==> src/rtl/gpr_file_mp_pkg.sv <==
// Shared constants, types and helpers for the multi-ported GPR file.
// The address width and the busy-vector popcount are computed here.
package gpr_file_mp_pkg;

    localparam int DATA_W_DEF = 32;
    localparam int NREG_DEF   = 32;
    // Widest busy vector the popcount helper accepts.
    localparam int NREG_MAX   = 256;

    function automatic int addr_width(input int n);
        int w;
        w = 0;
        for (int i = 0; i < 31; i++) begin
            w = ((32'd1 << i) < n) ? i + 1 : w;
        end
        return w;
    endfunction

    typedef logic [addr_width(NREG_DEF)-1:0] reg_idx_t;

    function automatic logic [8:0] popcount(input logic [NREG_MAX-1:0] v);
        logic [8:0] cnt;
        cnt = 9'd0;
        for (int i = 0; i < NREG_MAX; i++) begin
            cnt = cnt + {8'd0, v[i]};
        end
        return cnt;
    endfunction

endpackage

==> src/rtl/gpr_rd_port.sv <==
// One combinational read port: stored data or same-cycle forwarded write data,
// plus the pending-producer flag for the addressed register.
module gpr_rd_port
    import gpr_file_mp_pkg::*;
#(
    parameter int DATA_W = DATA_W_DEF,
    parameter int NREG   = NREG_DEF,
    parameter int NWR    = 2,
    parameter int BYPASS = 1,
    localparam int AW    = addr_width(NREG)
) (
    input  logic [AW-1:0]         raddr,
    input  logic [NWR-1:0]        we,
    input  logic [NWR*AW-1:0]     waddr,
    input  logic [NWR*DATA_W-1:0] wdata,
    input  logic [DATA_W-1:0]     regs [NREG],
    input  logic [NREG-1:0]       busy,
    output logic [DATA_W-1:0]     rdata,
    output logic                  rbusy
);

    logic              hit_s;
    logic              match_s;
    logic [DATA_W-1:0] fwd_s;

    // Forwarding mux: ascending port scan so the highest matching port wins
    always_comb begin
        hit_s   = 1'b0;
        match_s = 1'b0;
        fwd_s   = regs[raddr];
        for (int p = 0; p < NWR; p++) begin
            match_s = (BYPASS != 0) && we[p] && (waddr[p*AW +: AW] == raddr) && (raddr != '0);
            hit_s   = hit_s | match_s;
            fwd_s   = match_s ? wdata[p*DATA_W +: DATA_W] : fwd_s;
        end
        rdata = (raddr == '0) ? '0 : fwd_s;
        rbusy = (raddr == '0) ? 1'b0 : (busy[raddr] & ~hit_s);
    end

endmodule

==> src/rtl/gpr_file_mp.sv <==
// Multi-ported general-purpose register file with a busy scoreboard.
// Register 0 is hard-wired to zero and is never marked busy.
module gpr_file_mp
    import gpr_file_mp_pkg::*;
#(
    parameter int DATA_W = DATA_W_DEF,
    parameter int NREG   = NREG_DEF,
    parameter int NRD    = 3,
    parameter int NWR    = 2,
    parameter int BYPASS = 1,
    localparam int AW    = addr_width(NREG)
) (
    input  logic                  clk,
    input  logic                  rst_n,
    input  logic [NWR-1:0]        we,
    input  logic [NWR*AW-1:0]     waddr,
    input  logic [NWR*DATA_W-1:0] wdata,
    input  logic [NRD*AW-1:0]     raddr,
    output logic [NRD*DATA_W-1:0] rdata,
    output logic [NRD-1:0]        rbusy,
    input  logic                  iss_v,
    input  logic [AW-1:0]         iss_addr,
    input  logic                  flush,
    output logic [AW:0]           busy_cnt
);

    logic [DATA_W-1:0]   regs_q [NREG];
    logic [DATA_W-1:0]   regs_d [NREG];
    logic [NREG-1:0]     busy_q;
    logic [NREG-1:0]     busy_d;
    logic [NREG-1:0]     set_s;
    logic [NREG-1:0]     clr_s;
    logic [AW:0]         busy_cnt_q;
    logic [AW:0]         busy_cnt_d;
    logic [NREG_MAX-1:0] pop_in_s;

    // Next register contents; later ports overwrite earlier ones on a collision
    always_comb begin
        regs_d = regs_q;
        for (int r = 1; r < NREG; r++) begin
            for (int p = 0; p < NWR; p++) begin
                regs_d[r] = (we[p] && (waddr[p*AW +: AW] == AW'(r))) ? wdata[p*DATA_W +: DATA_W] : regs_d[r];
            end
        end
        regs_d[0] = '0;
    end

    // Busy scoreboard: issue beats a same-cycle write-back; flush beats both
    always_comb begin
        set_s = '0;
        clr_s = '0;
        for (int r = 1; r < NREG; r++) begin
            set_s[r] = iss_v && (iss_addr == AW'(r));
            for (int p = 0; p < NWR; p++) begin
                clr_s[r] = clr_s[r] | (we[p] && (waddr[p*AW +: AW] == AW'(r)));
            end
        end
        busy_d    = flush ? '0 : ((busy_q & ~clr_s) | set_s);
        busy_d[0] = 1'b0;
        pop_in_s  = '0;
        pop_in_s[NREG-1:0] = busy_d;
        busy_cnt_d = (AW+1)'(popcount(pop_in_s));
    end

    // State registers with synchronous active-low reset
    always_ff @(posedge clk) begin
        if (!rst_n) begin
            for (int r = 0; r < NREG; r++) begin
                regs_q[r] <= '0;
            end
            busy_q     <= '0;
            busy_cnt_q <= '0;
        end else begin
            regs_q     <= regs_d;
            busy_q     <= busy_d;
            busy_cnt_q <= busy_cnt_d;
        end
    end

    assign busy_cnt = busy_cnt_q;

    for (genvar g = 0; g < NRD; g++) begin : g_rd
        gpr_rd_port #(
            .DATA_W (DATA_W),
            .NREG   (NREG),
            .NWR    (NWR),
            .BYPASS (BYPASS)
        ) u_rd (
            .raddr (raddr[g*AW +: AW]),
            .we    (we),
            .waddr (waddr),
            .wdata (wdata),
            .regs  (regs_q),
            .busy  (busy_q),
            .rdata (rdata[g*DATA_W +: DATA_W]),
            .rbusy (rbusy[g])
        );
    end

endmodule

==> config.mk <==
export PLATFORM = sky130hd
export DESIGN_NAME = gpr_file_mp
export DESIGN_NICKNAME = d
export VERILOG_FILES = /design/src/rtl/gpr_file_mp_pkg.sv /design/src/rtl/gpr_rd_port.sv /design/src/rtl/gpr_file_mp.sv
export SDC_FILE = /design/constraint.sdc
export NUM_CORES = 2
export LEC_CHECK = 0
export ABC_AREA = 0
export CAP_MARGIN = 20
export CORE_AREA = 10 10 319 628
export CTS_BUF_LIST = sky130_fd_sc_hd__clkbuf_4 sky130_fd_sc_hd__clkbuf_8
export CTS_CLUSTER_DIAMETER = 60
export DETAILED_ROUTE_END_ITERATION = 8
export DIE_AREA = 0 0 329 638
export GPL_TIMING_DRIVEN = 1
export PLACE_DENSITY_LB_ADDON = 0.08
export SLEW_MARGIN = 20
export SYNTH_ARGS = -nofsm -noshare
export SYNTH_HDL_FRONTEND = slang
export SYNTH_SLANG_ARGS = --single-unit
==> constraint.sdc <==
create_clock -name clk -period 9.4 [get_ports clk]
set_clock_uncertainty 0.1 [all_clocks]
set_input_delay 2.35 -clock clk [delete_from_list [all_inputs] [get_ports clk]]
set_output_delay 2.35 -clock clk [all_outputs]
set_load 0.03 [all_outputs]
* Word level (Yosys, flattened, before mapping) *
Cells that the tools add are included.
W data, S select, Z words.

word-level totals
  flip-flop bits (word level) = 1030
  latch bits = 0
  RAM bits = 0
  bits in read-only memories = 0
  bits of input ports = 100
  output and inout bits = 105
  word-level logic and storage cells = 447
  memories = 0

operators by class
  add/subtract/negate cells = 30
  multiply operators = 0
  divide/modulo/power cells = 0
  order comparisons = 6
  eq/ne operators = 99
  shifts and indexed selects = 0
  multiplexer cells = 90
  bitwise operators = 46
  reductions and logical operators = 142

operators with widths
  operator              number
  $mux W32              78
  $bmux W32 S5          3
  $eq A5 B5 Y1 const B  48
  $add A6 B1 Y6         25
  $eq A5 B4 Y1 const B  24
  $logic_and A1 B1 Y1   105
  $reduce_bool A2 Y1    31
  $eq A5 B3 Y1 const B  12
  $or A1 B1 Y1          34
  $and A32 B32 Y32      1
  $not A32 Y32          1
  $or A32 B32 Y32       1
  $eq A5 B2 Y1 const B  6
  $eq A5 B5 Y1          6
  $ge A6 B6 Y1 const B  3
  $lt A5 B6 Y1 const B  3
  $not A5 Y6            3
  $bmux W1 S5           3
  $eq A5 B1 Y1 const B  3
  $logic_not A5 Y1      3
  $reduce_bool A5 Y1    3
  $add A5 B1 Y6         1
  $mux W1               6
  $add A4 B1 Y5         1
  5 further kinds       9

* Logic depth before layout (Yosys ltp) *
  word-level depth = 37
  depth in mapped cells = 25
  mapped depth without buffers = 22

* Modules after synthesis *
A second synthesis with hierarchy kept.

second synthesis, totals
  cell total of the unflattened synthesis = 8820
  area total of the unflattened synthesis = 78148.7 um2

modules (own cells, without submodules)
  module       times used  cells an instance  area an instance (um2)  sequential area each (um2)
  gpr_file_mp  1           6387               50323.3                 20599.8
  gpr_rd_port  3           811                9275.1                  0.0

* Worst setup path after synthesis *
No wires, ideal clock.

  path type = input -> register
  from = input waddr[4]
  to = register busy_cnt_q[4] (netlist: busy_cnt[4])
  library setup time = 0.128 ns
  data arrival time = 8.272 ns
  setup slack = 0.900 ns
  stages = 24
  cells stage by stage = buf_2 nand4_1 buf_2 nor3_2 buf_2 inv_1 a32oi_1 nor2_1 fa_1 inv_1 fa_1 inv_1 fa_1 inv_1 fa_1 fa_1 fa_1 inv_1 fa_1 fa_1 a21o_1 a21oi_1 xor2_1 nor2_1

on the way
  elaborated cells on any way between the ends = 127
  those cells by class = add/sub (30); eq/ne (31); mux (1); bitwise (34); reduce/logical (31)

RTL lines
  what                         line                   text
  start, declared              gpr_file_mp.sv:16      input logic [NWR*AW-1:0] waddr,
  $eq A5 B5 Y1                 gpr_file_mp.sv:55      clr_s[r] = clr_s[r] | (we[p] && (waddr[p*AW +: AW] == AW'(r)));
  $logic_and A1 B1 Y1          gpr_file_mp.sv:55
  $or A1 B1 Y1                 gpr_file_mp.sv:55
  $not A32 Y32                 gpr_file_mp.sv:58      busy_d = flush ? '0 : ((busy_q & ~clr_s) | set_s);
  $and A32 B32 Y32             gpr_file_mp.sv:58
  $or A32 B32 Y32              gpr_file_mp.sv:58
  $mux W32                     gpr_file_mp.sv:58
  net busy_d[28]               gpr_file_mp.sv:30      logic [NREG-1:0] busy_d;
  $add A6 B1 Y6 (4 in series)  gpr_file_mp_pkg.sv:25  cnt = cnt + {8'd0, v[i]};
  end signal, assigned         gpr_file_mp.sv:76      busy_cnt_q <= busy_cnt_d;
  end, declared                gpr_file_mp.sv:33      logic [AW:0] busy_cnt_q;

The timed path passes the listed nets, and every way through them passes these cells.
A chain may end at the register's enable or synchronous reset.

* Worst setup path in the final report *
  from = input waddr[1]
  to = output rdata[3]

on the way
  word-level cells in the longest chain between the ends = 6

RTL lines
  what                               line               text
  $eq A5 B5 Y1                       gpr_rd_port.sv:32  match_s = (BYPASS != 0) && we[p] && (waddr[p*AW +: AW] == raddr) && (raddr != '0);
  $logic_and A1 B1 Y1 (2 in series)  gpr_rd_port.sv:32
  $mux W32 (2 in series)             gpr_rd_port.sv:34  fwd_s = match_s ? wdata[p*DATA_W +: DATA_W] : fwd_s;
  $mux W32                           gpr_rd_port.sv:36  rdata = (raddr == '0) ? '0 : fwd_s;
  end, declared                      gpr_file_mp.sv:19  output logic [NRD*DATA_W-1:0] rdata,

Every way passes these cells.

==> impl_metrics.ini <==
[outcome]
status = complete, no violations

[timing]
relSlewSlack = 0.0862
tns_ns = 0
fin_ws_ns = 0.694
setup_violations = 0
fin_crit_ns = 8.71
finalHoldViolations = 0
fin_hold_ws_ns = 0.412
drv_slew = 0
period_share = 0.926
rsz0062_at_grt = false
tightestPinTransition_ns = 1.37
fmax_ghz = 0.115

[critical_path]
worst_path_max_delay_cell = o31ai_1
reg2reg_depth = 17
cp_data_arrival_time_ns = 6.26
cp.required_ns = 6.95
path_delay_family = buffers and inverters
crit_type = in -> out
crit_buf_inv = 4
slowest_delay_ns = 0.93
crit_path_frequent_cell = buf_4
cp-end-kind = output pin
worstPathCellList = clkdlybuf4s50_1, buf_4, xnor2_1, nand4_1, or3_1, nand2_2, buf_4, o31ai_1, buf_12
cp_max_fo = 13
timing.rr.end = busy_cnt[4]
cp-start-kind = input pin
worstReg2RegStart = busy_q[12]
ff2ff_setup_slack_ns = 3.38

[floorplan]
die_h_microns = 638
fp.dieW_microns = 329
io_pins = 205
die_area_sq_um = 210000
std_cell_rows = 226
initial_utilization = 0.388
core_sq_um = 190000

[clocking]
postCtsSetupBuffers = 0
cts_root_buffer = clkbuf_8
cts_buffers = 175
hold_buffers = 0
cts_tree = yes
clk_pin_slew_worst_paths_ns = 0.07
post_cts_resized = 0
clock_latency_ns = 0.98
cts_buffer_depth = 4
htree_levels = 4
cts_sinks = 1029

[synthesis]
synth_nets = 7983
netlist_area_sq_um = 73600
seq_area_frac_synth = 0.280
synth-edff-count = 0
synthFlopType = dfxtp_1
async_flop_share = 0
synthDistinctLibCells = 71
syn_area_per_cell_sq_um = 9.38
ys_seq_elements = 1029
synth.yosys.warnings = 0
syn_inst = 7853

[global_route]
grt_pass1_wl_mm = 598
grt_max_degree = 186
antenna_found_initial = 33
grt_overflow_total = 0
grt_pass1_vias = 72200
grt_usage = 0.402

[drt]
drc = 0
wl_per_cell_microns = 43.2
vias_per_cell = 7.49
num_vias = 75900
drtIter0Drc = 11400
wirelength_mm = 438
drtPass1Iterations = 6
antenna_left = 0

[finish]
final_cells = 10100
final_cell_mix = nor2_1 (1080), dfxtp_1 (1029), mux2i_1 (650)
area_growth_pct = 11.7
final_common_cell = nor2_1
seqCellArea_sq_um = 20600
fill_cells = 18100
final_net_count = 7619
multi_input_area_sq_um = 48600
drive_above_1_share = 0.232
fin_util = 0.434

[power_and_ir_drop]
power_density_nw_per_um2 = 137
p_leak_uw = 0.0272
ir_worst_vdd_mv = 0.0947

[min_path]
min_from = regs_q[353]
hold_path_end = regs_q[353]
whs_path_depth = 2
worstHoldPathType = reg -> reg

[placed_design]
hpwl_mm = 260
gp_congestion = 0.952
io_buffers = 204
place_ws_ns = 0.440
dp.cells = 9819

[flow_run]
cap_violations = 0
## cell usage after synthesis (all sizes together), types with 17 or more instances
library cell	instances	area (sq um)
nand2b	38	238
a211oi	606	4550
or2	17	106
o21ai	72	364
nand3	393	1970
nor2	1096	4140
mux2	181	2040
nand2	600	2250
o221ai	91	797
nor3	74	380
buf	373	2070
a311oi	505	4420
clkbuf	786	2950
o22a	48	420
a22o	23	201
a32oi	94	823
o31ai	71	533
mux2i	650	6510
inv	29	109
a2111oi	22	193
nor2b	94	588
mux4	643	14500
a221o	32	320
dfxtp	1029	20600
fa	23	460
xnor2	21	184
a221oi	94	823
and3	19	119
## report_power, final
group          internal, uW  switching [uW]
clock network          2310            2200
registers              4440            86.9
logic                   730            1470
total                  7490            3760
## state kept, by name (all words and copies together) (netlist names)
register  count
busy_cnt      6
regs_q      992
busy_q       31
## metrics by stage
stage          power, uW  instance area [sq um]
2_1_floorplan       5740                  73600
3_3_place_gp        6730                  78600
3_5_place_dp        6740                  78600
4_1_cts            11200                  82200
5_1_grt            11400                  82200
6_report           11200                  82300
## per-layer routing
metal,track usage,share of wire,vias to the layer above
met2,0.595,0.43,6539
li1,-,-,29500
met5,0,0.00014,-
met4,0.380,0.11,10
met3,0.124,0.12,2294
met1,0.454,0.34,37600
## cells by family (layout without fill, tap and decap cells)
family                     after synthesis  count (layout)  synth area share
other                                    0              29                 0
xor gates and xnor gates                32              32           0.00381
adders and majority gates               30              30           0.00744
DFF                                   1029            1029             0.280
and+or+nand+nor                       2388            2388             0.139
AOI/OAI and AO/OA                     1712            1712             0.188
buffers and inverters                 1188             935            0.0697
muxes                                 1474            1474             0.313
## worst reg2reg max path, stage by stage, from the launching register on
cell and delay (ns):
dfxtp_1 0.54, nand2_1 0.10, a2bb2oi_1 0.17, buf_4 0.19
or2_2 0.28, fa_1 0.57, fa_1 0.45, fa_1 0.57
fa_1 0.45, fa_1 0.49, fa_1 0.50, inv_1 0.05
fa_1 0.41, fa_1 0.47, a21o_1 0.17, a21oi_1 0.17
xor2_1 0.16, nor2_1 0.06
## worst max path at each step
stage             start     endpoint  slack, ns  cells past startpoint
2_1_floorplan  waddr[4]  busy_cnt[4]       0.90                     24
3_3_place_gp   waddr[5]  busy_cnt[4]       0.34                     24
3_5_place_dp   waddr[0]  busy_cnt[4]       0.44                     19
4_1_cts        waddr[9]    rdata[93]       0.88                     10
5_1_grt        waddr[1]    rdata[22]       0.79                      9
6_report       waddr[1]     rdata[3]       0.69                      9
## area by class of cell
type / count / share of cell area
well taps: 2508 / 0.0381
flip-flops and latches: 1029 / 0.250
clock inverters: 30 / 0.00318
diodes: 29 / 0.000882
repair buffers: 618 / 0.0760
clock buffers: 258 / 0.0396
multi-input cells: 5636 / 0.590
inverters: 29 / 0.00141
Power figures use the tool's default switching activity.
